## src/rtl/iterative_divider.sv

```systemverilog
// iterative_divider: multi-cycle RV32M DIV/DIVU/REM/REMU unit.
// Restoring division on operand magnitudes, one quotient bit per cycle,
// followed by a sign fix-up. Divide-by-zero and signed overflow finish
// without iterating.
// Build option: DIV_EARLY_EXIT_EN - when defined, a dividend whose magnitude
// is below the divisor magnitude finishes straight from S_PREP.
module iterative_divider #(
   parameter int unsigned XLEN       = 32,
   parameter int unsigned ITER_CNT_W = 6
) (
   input  logic            clk,
   input  logic            rst,
   input  logic            in_valid,
   output logic            in_ready,
   input  logic [XLEN-1:0] in_dataA,
   input  logic [XLEN-1:0] in_dataB,
   input  logic [1:0]      in_opcode,
   output logic            out_valid,
   input  logic            out_ready,
   output logic [XLEN-1:0] out_result
);

   typedef enum logic [1:0] {
      S_IDLE,
      S_PREP,
      S_CALC,
      S_DONE
   } state_t;

   state_t state_q, state_nx;

   logic [XLEN-1:0]       a_q, b_q;
   logic [1:0]            op_q;
   logic [XLEN-1:0]       mag_b_q;
   // Partial remainder is kept XLEN wide: after each restore step it is
   // below |B|, so its 33rd bit is always zero. The trial subtract is 33 bits.
   logic [XLEN-1:0]       rem_q;
   logic [XLEN-1:0]       quo_q;
   logic [ITER_CNT_W-1:0] cnt_q;
   logic                  q_neg_q, r_neg_q;
   logic [XLEN-1:0]       result_q;

   logic                  is_signed, is_rem;
   logic                  sign_a, sign_b;
   logic [XLEN-1:0]       abs_a, abs_b;
   logic                  b_zero, ovf, early;
   logic [XLEN-1:0]       prep_result;
   logic [XLEN:0]         rem_sh, trial;
   logic [XLEN-1:0]       rem_nx, quo_nx;
   logic [XLEN-1:0]       quo_fix, rem_fix;
   logic                  last_iter;

   // Operand preparation, iteration step and sign fix-up datapath
   always_comb begin
      is_signed   = ~op_q[0];
      is_rem      = op_q[1];
      sign_a      = is_signed & a_q[XLEN-1];
      sign_b      = is_signed & b_q[XLEN-1];
      abs_a       = sign_a ? ('0 - a_q) : a_q;
      abs_b       = sign_b ? ('0 - b_q) : b_q;
      b_zero      = (b_q == '0);
      ovf         = is_signed && (a_q == {1'b1, {(XLEN-1){1'b0}}}) && (b_q == '1);
`ifdef DIV_EARLY_EXIT_EN
      early       = !b_zero && (abs_a < abs_b);
`else
      early       = 1'b0;
`endif
      prep_result = '0;
      if (b_zero)
         prep_result = is_rem ? a_q : '1;
      else if (ovf)
         prep_result = is_rem ? '0 : a_q;
      else if (early)
         prep_result = is_rem ? a_q : '0;

      rem_sh = {rem_q, quo_q[XLEN-1]};
      trial  = rem_sh - {1'b0, mag_b_q};
      if (!trial[XLEN]) begin
         rem_nx = trial[XLEN-1:0];
         quo_nx = {quo_q[XLEN-2:0], 1'b1};
      end else begin
         rem_nx = rem_sh[XLEN-1:0];
         quo_nx = {quo_q[XLEN-2:0], 1'b0};
      end
      quo_fix   = q_neg_q ? ('0 - quo_nx) : quo_nx;
      rem_fix   = r_neg_q ? ('0 - rem_nx) : rem_nx;
      last_iter = (cnt_q == ITER_CNT_W'(1));
   end

   // State register
   always_ff @(posedge clk) begin
      if (rst)
         state_q <= S_IDLE;
      else
         state_q <= state_nx;
   end

   // Next-state and handshake outputs
   always_comb begin
      state_nx  = state_q;
      in_ready  = 1'b0;
      out_valid = 1'b0;
      case (state_q)
         S_IDLE: begin
            in_ready = !rst;
            if (in_valid)
               state_nx = S_PREP;
         end
         S_PREP: begin
            if (b_zero || ovf || early)
               state_nx = S_DONE;
            else
               state_nx = S_CALC;
         end
         S_CALC: begin
            if (last_iter)
               state_nx = S_DONE;
         end
         S_DONE: begin
            out_valid = 1'b1;
            if (out_ready)
               state_nx = S_IDLE;
         end
         default: state_nx = S_IDLE;
      endcase
   end

   // Operand latch, iteration registers and result register
   always_ff @(posedge clk) begin
      if (rst) begin
         a_q      <= '0;
         b_q      <= '0;
         op_q     <= '0;
         mag_b_q  <= '0;
         rem_q    <= '0;
         quo_q    <= '0;
         cnt_q    <= '0;
         q_neg_q  <= 1'b0;
         r_neg_q  <= 1'b0;
         result_q <= '0;
      end else begin
         case (state_q)
            S_IDLE: begin
               if (in_valid && in_ready) begin
                  a_q  <= in_dataA;
                  b_q  <= in_dataB;
                  op_q <= in_opcode;
               end
            end
            S_PREP: begin
               rem_q   <= '0;
               quo_q   <= abs_a;
               mag_b_q <= abs_b;
               cnt_q   <= ITER_CNT_W'(XLEN);
               q_neg_q <= sign_a ^ sign_b;
               r_neg_q <= sign_a;
               if (b_zero || ovf || early)
                  result_q <= prep_result;
            end
            S_CALC: begin
               rem_q <= rem_nx;
               quo_q <= quo_nx;
               cnt_q <= cnt_q - ITER_CNT_W'(1);
               if (last_iter)
                  result_q <= is_rem ? rem_fix : quo_fix;
            end
            default: ;
         endcase
      end
   end

   assign out_result = result_q;

endmodule

```

## config.mk

```make
export PLATFORM = sky130hd
export DESIGN_NAME = iterative_divider
export DESIGN_NICKNAME = d
export VERILOG_FILES = /design/src/rtl/iterative_divider.sv
export SDC_FILE = /design/constraint.sdc
export NUM_CORES = 1
export LEC_CHECK = 0
export BUFFER_PORTS_ARGS = -buffer_cell sky130_fd_sc_hd__buf_2
export CELL_PAD_IN_SITES_DETAIL_PLACEMENT = 1
export CELL_PAD_IN_SITES_GLOBAL_PLACEMENT = 2
export CORE_MARGIN = 3
export CORE_UTILIZATION = 36
export DETAILED_ROUTE_END_ITERATION = 8
export PLACE_DENSITY_LB_ADDON = 0.2
export SLEW_MARGIN = 20
export SYNTH_ARGS = -nofsm -noshare
export SYNTH_HDL_FRONTEND = slang
export SYNTH_SLANG_ARGS = --single-unit
```

## constraint.sdc

```tcl
create_clock -name clk -period 7 [get_ports clk]
set_input_delay 1.05 -clock clk [delete_from_list [all_inputs] [get_ports clk]]
set_output_delay 1.05 -clock clk [all_outputs]
set_load 0.02 [all_outputs]
```

After elaboration in Yosys (flattened, before gate mapping):

Index checks and enable logic that the tools add are counted.

* flip-flop bits (word level): 204
* input bits: 70
* output and inout port bits: 34
* word-level logic and storage cells: 66

* add/sub/neg operators: 6
* equality and inequality tests: 10
* multiplexer cells: 24
* bitwise gates (word level): 4
* reductions and logical operators: 11

Operators with widths (number)
* two-way mux 32 bit: 12
* one-hot mux 32 bit (2 select lines): 3
* subtractor 1 x 32 -> 32 bit (first input constant): 4
* == test 32 bit (second input constant): 2
* subtractor 33 x 32 -> 33 bit: 1
* logical NOT 32 bit: 1
* one-hot mux 6 bit (2 select lines): 1
* inequality test 2 bit (second input constant): 4
* one-hot mux 2 bit (4 select lines): 1
* == test 6 x 1 -> 1 bit (second input constant): 1
* two-way mux 2 bit: 3
* AND reduction 3 bit: 2
* subtractor 6 x 1 -> 6 bit (second input constant): 1
* == test 2 bit (second input constant): 2
* two-way mux 1 bit: 4
* logical AND 1 bit: 3
* AND 1 bit: 2
* == test 2 x 1 -> 1 bit (second input constant): 1
* logical NOT 2 bit: 1
* AND reduction 2 bit: 1
* nonzero test 2 bit: 1
* logical NOT 1 bit: 1
* logical OR 1 bit: 1
* NOT 1 bit: 1
* bitwise XOR 1 bit: 1

Logic depth before layout (Yosys ltp):

Gate-level depths: netlist of the first run.

* word-level depth: 7
* gate-level depth with buffers: 27
* mapped depth without buffers: 22

Least setup slack after synthesis of the first run:

No wires, ideal clock.

* path kind: reg2reg
* start: reg mag_b_q[29]
* end: reg result_q[30] (netlist: out_result[30])
* library setup time: 122 ps
* data arrival time: 4961 ps
* data required time: 6878 ps
* slack: 1917 ps
* stages on the path, launching flop included: 25
* path buffers: 5
* period minus slack after synthesis: 5083 ps
* cells stage by stage: dfxtp_1 inv_1 ha_1 a21o_1 a21o_1 a221o_1 or3_1 o211a_1 buf_6 inv_2 buf_6 buf_2 buf_4 buf_2 o21ai_0 inv_1 ha_1 o211ai_1 or4_1 mux2_4 nor2_4 nand3_2 or4_4 a2111oi_4 nor2_1

* word-level cells in the longest chain between the ends: 7
* elaborated cells on any way between the ends: 10
* those cells by class: add/sub: 3; mux: 7

RTL lines
* start, declared: RTL line 34 `logic [XLEN-1:0] mag_b_q;`
* start signal, assigned: RTL line 153 `mag_b_q <= abs_b;`
* subtractor 33 x 32 -> 33 bit (*): RTL line 77 `trial = rem_sh - {1'b0, mag_b_q};`
* two-way mux 1 bit / two-way mux 32 bit (equally long branches): RTL line 78 `if (!trial[XLEN]) begin`
* subtractor 1 x 32 -> 32 bit, on equally long branches: RTL line 85, 86
* two-way mux 32 bit, on equally long branches: RTL line 85, 86
* two-way mux 32 bit (*): RTL line 165 `result_q <= is_rem ? rem_fix : quo_fix;`
* two-way mux 32 bit (*): RTL line 164 `if (last_iter)`
* one-hot mux 32 bit (2 select lines) (*): RTL line 142 `case (state_q)`
* end signal, assigned: RTL line 158 `result_q <= prep_result;`
* end signal, assigned: RTL line 165
* end, declared: RTL line 41 `logic [XLEN-1:0] result_q;`

Mark *: on every way between the ends. The rest lies on a longest branch, timed or not. The select of a mux whose other input is x is not followed.
A chain may end at the register's enable or synchronous reset.

Final worst setup path of the first run:

* start: reg mag_b_q[23]
* end: reg result_q[28] (netlist: out_result[28])

The elaborated chain is that of the path after synthesis.

==> results_dict.tcl, run 1 <==
set metrics [dict create \
    grt_util_met3_pct 2.46 \
    ys_ff_latch 204 \
    combinationalPowerShare_pct 53.7 \
    synth_area_per_cell_um2 7.42 \
    most_frequently_used_flop_master_after_synthesis "dfxtp_1" \
    drt-wirelength-per-cell_um 21.8 \
    total_leakage_power_uw 0.00613 \
    ys_async_sr_fraction_pct 0 \
    floorplan.initialDensity_pct 36.7 \
    max_clock_freq_ghz 0.191 \
    first_global_vias 13900 \
    buffers_inverters_on_critical_path 3 \
    initial_antenna_violation_count 0 \
    fp.dieArea_um2 42100 \
    yosysSeqAreaShare_pct 28.6 \
    timing.slew.headroom_pct 37.4 \
    gp_routability_congestion 0.890 \
    post-route-cell-area_um2 16000 \
    clock_power_share_pct 21.3 \
    crit_path_top_delay_cell "or4b_1" \
    routed_via_density 5.72 \
    tightestPinTransition_ps 939 \
    timing.final.setup_violations 0 \
    initialDrtViolationCount 1013 \
    post_route_cells_drive_above_1_share_pct 11.6 \
    antenna_cells_inserted 0 \
    finalClockSkew_ps 17.3 \
    report.final.slew_viol_count 0 \
    fin_nets 2067 \
    place_hpwl_um 40900 \
    commonest_non_fill_non_tap_cell_in_the_layout "nand2_1" \
    cts.repair.resized 0 \
    fin_tns_setup_ps 0 \
    worstPathCellList "inv_1 -> ha_1 -> a21oi_1 -> o21ai_0 -> a221o_1 -> or3_1 -> o211a_1 -> inv_2 -> o21ai_0 -> inv_1 -> ha_1 -> o211ai_1 -> or4_1 -> mux2_4 -> nor2_4 -> a21oi_1 -> or4b_1 -> a31oi_1 -> o31ai_1" \
    power.sequential.fraction_pct 25.1 \
    portBuffers 103 \
    number_of_hold_buffers_added_after_cts 0 \
    design.core.area_um2 38900 \
    cts-root-to-sink-buffers 3 \
    yosys_warnings 0 \
    synth_edf_count 0 \
    synth.lib_cells_used.distinct 93 \
    arrival_ps 5660 \
    clock_insertion_delay_worst_skew_ps 570 \
    cp.required_ps 7430 \
    synth.cell_area_um2 14300 \
    grt.total_usage_pct 25.1 \
    mostFrequentLayoutCells "nand2_1 (229), nor2_1 (215), dfxtp_1 (204)" \
    postCtsSetupBuffers 0 \
    hold_class "flip-flop to flip-flop" \
    final_hold_viol_count 0 \
    switching_part_of_the_total_pct 48.4 \
    grt_start_max_net_pins 79 \
    syn2layout_area_growth_pct 12.4 \
    cpLargestDelayFamily "compound AO/OA/AOI/OAI gates" \
    post-route-drc-count 0 \
    placementRows 72 \
    timing.max_cap.violations 0 \
    drt_pre_antenna_iters 5 \
    cellInternalPower_uw 3560 \
    worstSetupEndpointType "flip-flop" \
    peak_fanout_along_the_critical_path 15 \
    setup_slack_ps 1770 \
    vdd.ir_drop.worst_uv 231 \
    cts.htree.levels 1 \
    wirelength_um 54200 \
    total_switching_power_uw 3340 \
    global_routing_usage_on_met1_pct 37.8 \
    syn-num-nets 2036 \
    fin_worst_hold_slack_ps 440 \
    syn-instance-count 1922 \
    groute.layer.met2.usage_pct 38.8 \
    die-width_um 205 \
    place_ws_ps 1810 \
    rsz_0062_raised_after_global_routing "false" \
    fin_crit_ps 5230 \
    largest_stage_delay_on_the_critical_path_ps 510 \
    clock-sinks 204 \
    setup.worst_path.class "flip-flop to flip-flop" \
    via_count_of_the_routed_design 14300 \
    grt_remaining_overflow 0 \
    clkSlewWorstSetupHoldPaths_ps 60 \
    layout_worst_path_cycle_share_pct 74.8 \
    detailed_place.area_um2 15100 \
    io-pin-count 104 \
    cellPowerDensity_nw_per_um2 430 \
    grt_busiest_layer "met2" \
    wire_length_of_the_first_global_routing_pass_um 83400 \
    die_height_um 205 \
    tritoncts "yes" \
    run_status "complete, no violations" \
    detail-route-antenna-nets 0 \
    buffer_type_at_the_clock_tree_root "clkbuf_16" \
    cts-buffers-inserted 27 \
    startpoint_class "flip-flop" \
]
## stage by stage
| step | instances | power [uW] | utilization, % |
|---|---|---|---|
| 6_report | 2490 | 6900 | 41.2 |
| 5_1_grt | 2490 | 7370 | 41.2 |
| 4_1_cts | 2490 | 6890 | 41.2 |
| 3_5_place_dp | 2442 | 5390 | 38.8 |
| 3_3_place_gp | 2442 | 5340 | 38.8 |
| 2_1_floorplan | 1922 | 4250 | - |
## worst min-delay path, cell delays in order, from the launching register on
cell     delay [ps]
dfxtp_1         310
nand2_1          50
nand2_1          40
## state kept, by name, summed over array words and instances, names as in the netlist
register	cells
a_q	32
op_q	2
cnt_q	6
q_neg_q	1
b_q	32
rem_q	32
quo_q	32
r_neg_q	1
mag_b_q	32
out_result	32
state_q	2
## final cells by class
cell class / count / area, um^2
Fill cell: 4840 / 22900
Multi-Input combinational cell: 1527 / 9430
Sequential cell: 204 / 4080
Clock buffer: 38 / 787
Timing Repair Buffer: 128 / 706
Tap cell: 518 / 648
Inverter: 65 / 244
Clock inverter: 10 / 143
## cell families after synthesis
| logic type | Yosys count | share of synthesized area [%] |
|---|---|---|
| AOI/OAI and AO/OA | 569 | 25.7 |
| and+or+nand+nor | 743 | 25.3 |
| buffers and inverters | 191 | 5.48 |
| adders and majority gates | 44 | 3.91 |
| muxes | 55 | 3.93 |
| xor gates and xnor gates | 116 | 7.12 |
| DFF | 204 | 28.6 |
## power by group through the flow
stage	logic, uW	clock network [uW]	registers [uW]
final	3700	1470	1730
after detailed placement	3640	0	1750
after floorplan	2590	0	1660
after global routing	4070	1540	1760
after global placement	3610	0	1730
after CTS	3660	1500	1720
## final timing paths
kind,cells past startpoint,endpoint,slack [ps],from
worst max-delay path,19,out_result[28],1770,mag_b_q[23]
worst min-delay path,2,out_result[5],440,out_result[5]
worst max register to register,19,out_result[28],1770,mag_b_q[23]
worst min register to register,2,out_result[5],440,out_result[5]
## per-layer routing
metal | up-vias | wire length [um]
li1 | 6929 | -
met2 | 298 | 23300
met5 | - | 0
met3 | 69 | 2300
met4 | 0 | 1190
met1 | 6955 | 27400
## synth_stat cells (5+ instances only)
cell / number / area [um^2]
a2111oi_0: 5 / 43.8
a211o_1: 8 / 70.1
a211oi_1: 48 / 360
a21o_1: 16 / 120
a21oi_1: 131 / 656
a22o_1: 5 / 43.8
a22oi_1: 20 / 150
a311oi_1: 9 / 78.8
a31oi_1: 18 / 113
and2_1: 12 / 75.1
and3_1: 9 / 56.3
buf_2: 24 / 120
clkbuf_1: 93 / 349
dfxtp_1: 204 / 4080
ha_1: 43 / 538
inv_1: 63 / 236
mux2i_1: 50 / 500
nand2_1: 229 / 860
nand2b_1: 71 / 444
nand3_1: 27 / 135
nand4_1: 15 / 93.8
nor2_1: 217 / 815
nor2b_1: 10 / 62.6
nor3_1: 50 / 250
nor3b_1: 9 / 67.6
nor4_1: 17 / 106
o2111ai_1: 5 / 43.8
o211ai_1: 13 / 97.6
o21a_1: 6 / 45.0
o21ai_0: 173 / 866
o21ai_1: 10 / 50.1
o21bai_1: 6 / 45.0
o22ai_1: 5 / 31.3
o31a_1: 5 / 43.8
o31ai_1: 33 / 248
o41ai_1: 7 / 61.3
or2_2: 12 / 75.1
or3_1: 21 / 131
or4_1: 11 / 82.6
xnor2_1: 56 / 490
xor2_1: 60 / 526
Note: power is estimated with default switching activity, not from simulation.
==> run 2: changes to the inputs <==
- clock period: 7 -> 4.9 ns (I/O delays scaled with it)
==> results_dict.tcl, run 2 (synthesized netlist as in run 1, its figures left out) <==
set metrics [dict create \
    worstSetupEndpointType "flip-flop" \
    filler_cell_count 4905 \
    commonest_non_fill_non_tap_cell_in_the_layout "nand2_1" \
    report.final.slew_viol_count 0 \
    power.sequential.fraction_pct 24.5 \
    final_hold_viol_count 0 \
    buffers_inverters_on_critical_path 1 \
    io-pin-count 104 \
    routed_via_density 5.69 \
    tightestPinTransition_ps 1070 \
    cp.required_ps 5340 \
    portBuffers 103 \
    combinationalPowerShare_pct 54.4 \
    post-route-cell-area_um2 16400 \
    peak_fanout_along_the_critical_path 5 \
    place_hpwl_um 41900 \
    arrival_ps 5190 \
    max_clock_freq_ghz 0.211 \
    fin_nets 2100 \
    finalClockSkew_ps 18.5 \
    placementRows 72 \
    fp.dieArea_um2 42100 \
    clock_power_share_pct 21.1 \
    initial_antenna_violation_count 0 \
    cts-buffers-inserted 26 \
    die-width_um 205 \
    antenna_cells_inserted 0 \
    startpoint_class "flip-flop" \
    worstPathCellList "inv_1 -> ha_4 -> a21o_1 -> a21o_1 -> a221o_1 -> or3_1 -> o211a_1 -> mux2i_2 -> ha_2 -> o211ai_1 -> or4_1 -> mux2_4 -> nor2_4 -> nand3_2 -> or4_4 -> a2111oi_4 -> nor2_1" \
    drt-wirelength-per-cell_um 21.8 \
    clock_insertion_delay_worst_skew_ps 570 \
    wirelength_um 54900 \
    switching_part_of_the_total_pct 48.0 \
    vdd.ir_drop.worst_uv 326 \
    cpLargestDelayFamily "simple AND/OR/NAND/NOR gates" \
    gp_routability_congestion 0.861 \
    timing.slew.headroom_pct 28.4 \
    grt_remaining_overflow 0 \
    largest_stage_delay_on_the_critical_path_ps 460 \
    timing.final.setup_violations 0 \
    drt_pre_antenna_iters 5 \
    hold_class "input port to flip-flop" \
    layout_worst_path_cycle_share_pct 96.8 \
    cts-root-to-sink-buffers 3 \
    wire_length_of_the_first_global_routing_pass_um 84800 \
    clock-sinks 204 \
    fin_crit_ps 4740 \
    worst_path_most_repeated_cell "a21o_1" \
    buffer_type_at_the_clock_tree_root "clkbuf_16" \
    die_height_um 205 \
    mostFrequentLayoutCells "nand2_1 (228), nor2_1 (215), dfxtp_1 (202)" \
    number_of_hold_buffers_added_after_cts 0 \
    timing.max_cap.violations 0 \
    via_count_of_the_routed_design 14400 \
    floorplan.initialDensity_pct 36.7 \
    detailed_place.area_um2 15400 \
    grt_start_max_net_pins 100 \
    cts.htree.levels 1 \
    cellPowerDensity_nw_per_um2 616 \
    cellInternalPower_uw 5260 \
    tritoncts "yes" \
    total_leakage_power_uw 0.00631 \
    design.core.area_um2 38900 \
    crit_path_top_delay_cell "or4_4" \
    first_global_vias 14200 \
    run_status "complete, no violations" \
    detail-route-antenna-nets 0 \
    post-route-drc-count 0 \
    initialDrtViolationCount 991 \
    setup.worst_path.class "flip-flop to flip-flop" \
    total_switching_power_uw 4850 \
    grt.total_usage_pct 25.7 \
    post_route_cells_drive_above_1_share_pct 14.2 \
    finish.utilization_pct 42.2 \
    syn2layout_area_growth_pct 15.0 \
    clkSlewWorstSetupHoldPaths_ps 70 \
]
run 2: changes by cell type in the layout (fill, tap and decap cells not counted), sizes merged:
cell,before,now
bufinv,3,5
inv,66,65
buf,128,162
clkinvlp,1,0
clkinv,5,10
clkbuf,38,33
run 2: final timing paths:
path,startpoint,endpoint,slack (ps),depth (start not counted)
setup / recovery,mag_b_q[29],out_result[30],160,17
hold / removal,in_dataA[2],a_q[2],360,3
setup reg to reg,mag_b_q[29],out_result[30],160,17
hold reg to reg,out_result[9],out_result[9],440,2
run 2: tightest hold or removal path: cells and delay by family:
kind / cells / cell delay (ps)
AO/OA/AOI/OAI: 1 / 50
AND/OR/NAND/NOR: 1 / 40
buffers and inverters: 1 / 70
run 2: stage by stage:
| stage | hold WS [ps] | std cells | setup slack (ps) | TNS, ps | power, uW |
|---|---|---|---|---|---|
| floorplan | 449 | 1922 | 30.7 | 0 | 6090 |
| global placement | 421 | 2473 | 185 | 0 | 7750 |
| detailed placement | 436 | 2473 | 100 | 0 | 7850 |
| CTS | 338 | 2521 | 74.4 | 0 | 10000 |
| global route | 359 | 2524 | -20.5 | -21.3 | 10800 |
| finish | 365 | 2524 | 157 | 0 | 10100 |
run 2: repair_timing:
item,CTS,global route
setup buffers,0,3
setup endpoints to repair,0,10
gates resized for setup,0,16
run 2: power groups by stage:
stage,Combinational (uW),Clock [uW],Sequential [uW]
4_1_cts,5380,2180,2460
2_1_floorplan,3720,0,2370
3_5_place_dp,5350,0,2500
6_report,5500,2140,2470
3_3_place_gp,5270,0,2480
5_1_grt,6040,2250,2520
run 2: per-layer routing:
| metal | vias up | part of all wire (%) | track usage, % |
|---|---|---|---|
| met5 | - | 0 | 0 |
| met4 | 0 | 2.4 | 6.44 |
| met3 | 75 | 4.8 | 3.40 |
| met2 | 305 | 43 | 39.1 |
| met1 | 6996 | 50 | 38.1 |
| li1 | 6988 | - | - |
run 2: final cells by class:
class	count	area, um^2	area share, %
clock buffer	33	727	4.43
inverter	65	244	1.49
clock inverter	15	215	1.31
timing repair buffer	162	961	5.86
sequential	204	4090	24.9
multi-input combinational	1527	9520	58.1
tap	518	648	3.95
==> run 3: changes to the inputs <==
- ABC_AREA: not set -> 1
- CORE_MARGIN: 3 -> 2
- CORE_UTILIZATION: 36 -> 33
==> results_dict.tcl, run 3 <==
set metrics [dict create \
    finalClockSkew_ps 21.9 \
    fin_worst_hold_slack_ps 361 \
    drt_pre_antenna_iters 5 \
    worstReg2RegStart "quo_q[31]" \
    worstSetupEndpointType "flip-flop" \
    placementRows 78 \
    yosys_warnings 0 \
    place_hpwl_um 50800 \
    first_global_vias 16800 \
    cts-buffers-inserted 28 \
    portBuffers 103 \
    setup_slack_ps 447 \
    die-width_um 218 \
    clock_insertion_delay_worst_skew_ps 580 \
    routed_via_density 5.26 \
    synth.cell_area_um2 15100 \
    io-pin-count 104 \
    global_routing_usage_on_met1_pct 39.8 \
    tightestPinTransition_ps 1050 \
    final_hold_viol_count 0 \
    most_frequently_used_flop_master_after_synthesis "dfxtp_1" \
    grt_util_met3_pct 4.03 \
    timing.final.setup_violations 0 \
    startpoint_class "flip-flop" \
    fin_tns_setup_ps 0 \
    min_delay_path_depth 3 \
    clock-sinks 204 \
    initialDrtViolationCount 1083 \
    ys_async_sr_fraction_pct 0 \
    count_leader_synth "nand2_1" \
    syn-instance-count 2529 \
    max_clock_freq_ghz 0.225 \
    wirelength_um 65200 \
    vdd.ir_drop.worst_uv 534 \
    cts.htree.levels 1 \
    crit_path_top_delay_cell "fa_1" \
    tritoncts "yes" \
    grt_remaining_overflow 0 \
    peak_fanout_along_the_critical_path 5 \
    via_count_of_the_routed_design 16800 \
    post_route_cells_drive_above_1_share_pct 9.90 \
    fp.dieArea_um2 47400 \
    arrival_ps 4860 \
    wire_length_of_the_first_global_routing_pass_um 99800 \
    cp.required_ps 5310 \
    design.core.area_um2 45200 \
    run_status "complete, no violations" \
    syn-num-nets 2643 \
    total_leakage_power_uw 0.00815 \
    die_height_um 218 \
    timing.hold.worst.start "in_dataA[26]" \
    timing.slew.headroom_pct 30.1 \
    report.final.slew_viol_count 0 \
    cts-root-to-sink-buffers 3 \
    drt-wirelength-per-cell_um 20.4 \
    detailed_place.area_um2 16000 \
    ys_ff_latch 204 \
    yosysSeqAreaShare_pct 27.1 \
    reg2reg_depth 29 \
    synth.area.top_cells "dfxtp_1 (27%), nand2_1 (19%), inv_1 (8.7%), a21oi_1 (5.7%), nor2_1 (4.9%)" \
    post-route-drc-count 0 \
    post-route-cell-area_um2 17100 \
    grt_start_max_net_pins 83 \
    hold_class "input port to flip-flop" \
    top_cell_types_by_occurrence_after_synthesis "nand2_1 (780), inv_1 (349), dfxtp_1 (204)" \
    detail-route-antenna-nets 0 \
    setup.worst_path.class "flip-flop to flip-flop" \
    initial_antenna_violation_count 2 \
    commonest_non_fill_non_tap_cell_in_the_layout "nand2_1" \
    worstReg2RegEnd "out_result[30]" \
    synth_edf_count 0 \
    synth_area_per_cell_um2 5.96 \
    floorplan.initialDensity_pct 33.3 \
    clkSlewWorstSetupHoldPaths_ps 60 \
    cellPowerDensity_nw_per_um2 706 \
    netlist.top_cell.by_area "dfxtp_1" \
    fin_crit_ps 4450 \
    buffer_type_at_the_clock_tree_root "clkbuf_16" \
    grt_busiest_layer "met2" \
    layout_worst_path_cycle_share_pct 90.9 \
    rsz_0062_raised_after_global_routing "false" \
    synth.lib_cells_used.distinct 52 \
    worst_path_most_repeated_cell "nand2_1" \
    timing.reg2reg.setup_slack_ps 450 \
    place_ws_ps 412 \
    yosys.area.top_type_share_pct 27.1 \
    grt.total_usage_pct 27.3 \
    syn2layout_area_growth_pct 13.4 \
    largest_stage_delay_on_the_critical_path_ps 400 \
    gp_routability_congestion 0.910 \
    whs_endpoint "a_q[26]" \
    fin_nets 2689 \
    number_of_hold_buffers_added_after_cts 0 \
    timing.max_cap.violations 0 \
    mostFrequentLayoutCells "nand2_1 (780), inv_1 (349), dfxtp_1 (203)" \
    groute.layer.met2.usage_pct 41.9 \
]
## run 3: cell types whose count changed in the layout (fill, tap and decap cells not counted), moves of 30 or more
cell and change:
o31ai_1 +30, mux2i_1 -49, a21oi_1 +46, nand2_1 +552, nand2b_1 -71, inv_1 +286
xor2_1 -34, xnor2_1 -46, nand3_1 +111, a211oi_1 -46, buf_4 -37, o21ai_0 -34
## run 3: layout make-up
type                            count  area [um^2]
Timing Repair Buffer              125          683
Tap cell                          600          751
Antenna cell                        1         2.50
Sequential cell                   204         4090
Multi-Input combinational cell   1852         9150
Fill cell                        6049        28100
Clock inverter                     18          259
Clock buffer                       34          785
Inverter                          364         1370
## run 3: worst max-delay path by stage
stage                    from  slack, ps  depth (start not counted)              to
global route        quo_q[31]         20                         29  out_result[30]
finish              quo_q[31]        450                         29  out_result[30]
global placement    quo_q[31]        490                         26  out_result[28]
detailed placement  quo_q[31]        410                         29  out_result[30]
floorplan           quo_q[31]        900                         28  out_result[28]
CTS                 quo_q[31]        410                         29  out_result[30]
## run 3: timing repair
item / CTS / global route
buffers inserted: 0 / 0
setup endpoints to repair: 0 / 3
resized for setup: 0 / 1
hold endpoints to repair: 0 / 0
## run 3: stage by stage
step	total power, uW	util, %	instances
after CTS	12000	37.8	3197
final	12100	37.8	3198
after detailed placement	9660	35.5	3145
after global placement	9550	35.5	3145
after global routing	13100	37.8	3197
after floorplan	7350	-	2529
## run 3: power breakdown
group	internal [uW]	switching, uW
clock network	1450	870
registers	1990	308
logic	2030	5420
total	5470	6600
## run 3: critical path, delay by kind of cell (launching register included)
family	cells	cell delay, ps
adders and majority gates	3	730
and+or+nand+nor	19	2580
DFF	1	300
AOI/OAI and AO/OA	4	460
buffers and inverters	3	240
## run 3: cells by family (layout without fill, tap and decap cells)
kind of cell / count (synthesis) / after routing / synth area share, %
AND/OR/NAND/NOR: 1273 / 1273 / 35.6
AO/OA/AOI/OAI: 499 / 499 / 19.3
buffers and inverters: 473 / 541 / 12.3
flip-flops: 204 / 204 / 27.1
adder cells (fa/ha/maj): 44 / 44 / 3.70
XOR/XNOR: 36 / 36 / 2.09
other: 0 / 1 / 0
## run 3: per-layer routing
layer	wire, um	vias up	part of all wire (%)
met5	0	-	0
met4	1550	0	2.4
met3	4110	77	6.3
met2	27600	415	42
met1	32000	8025	49
li1	-	8301	-
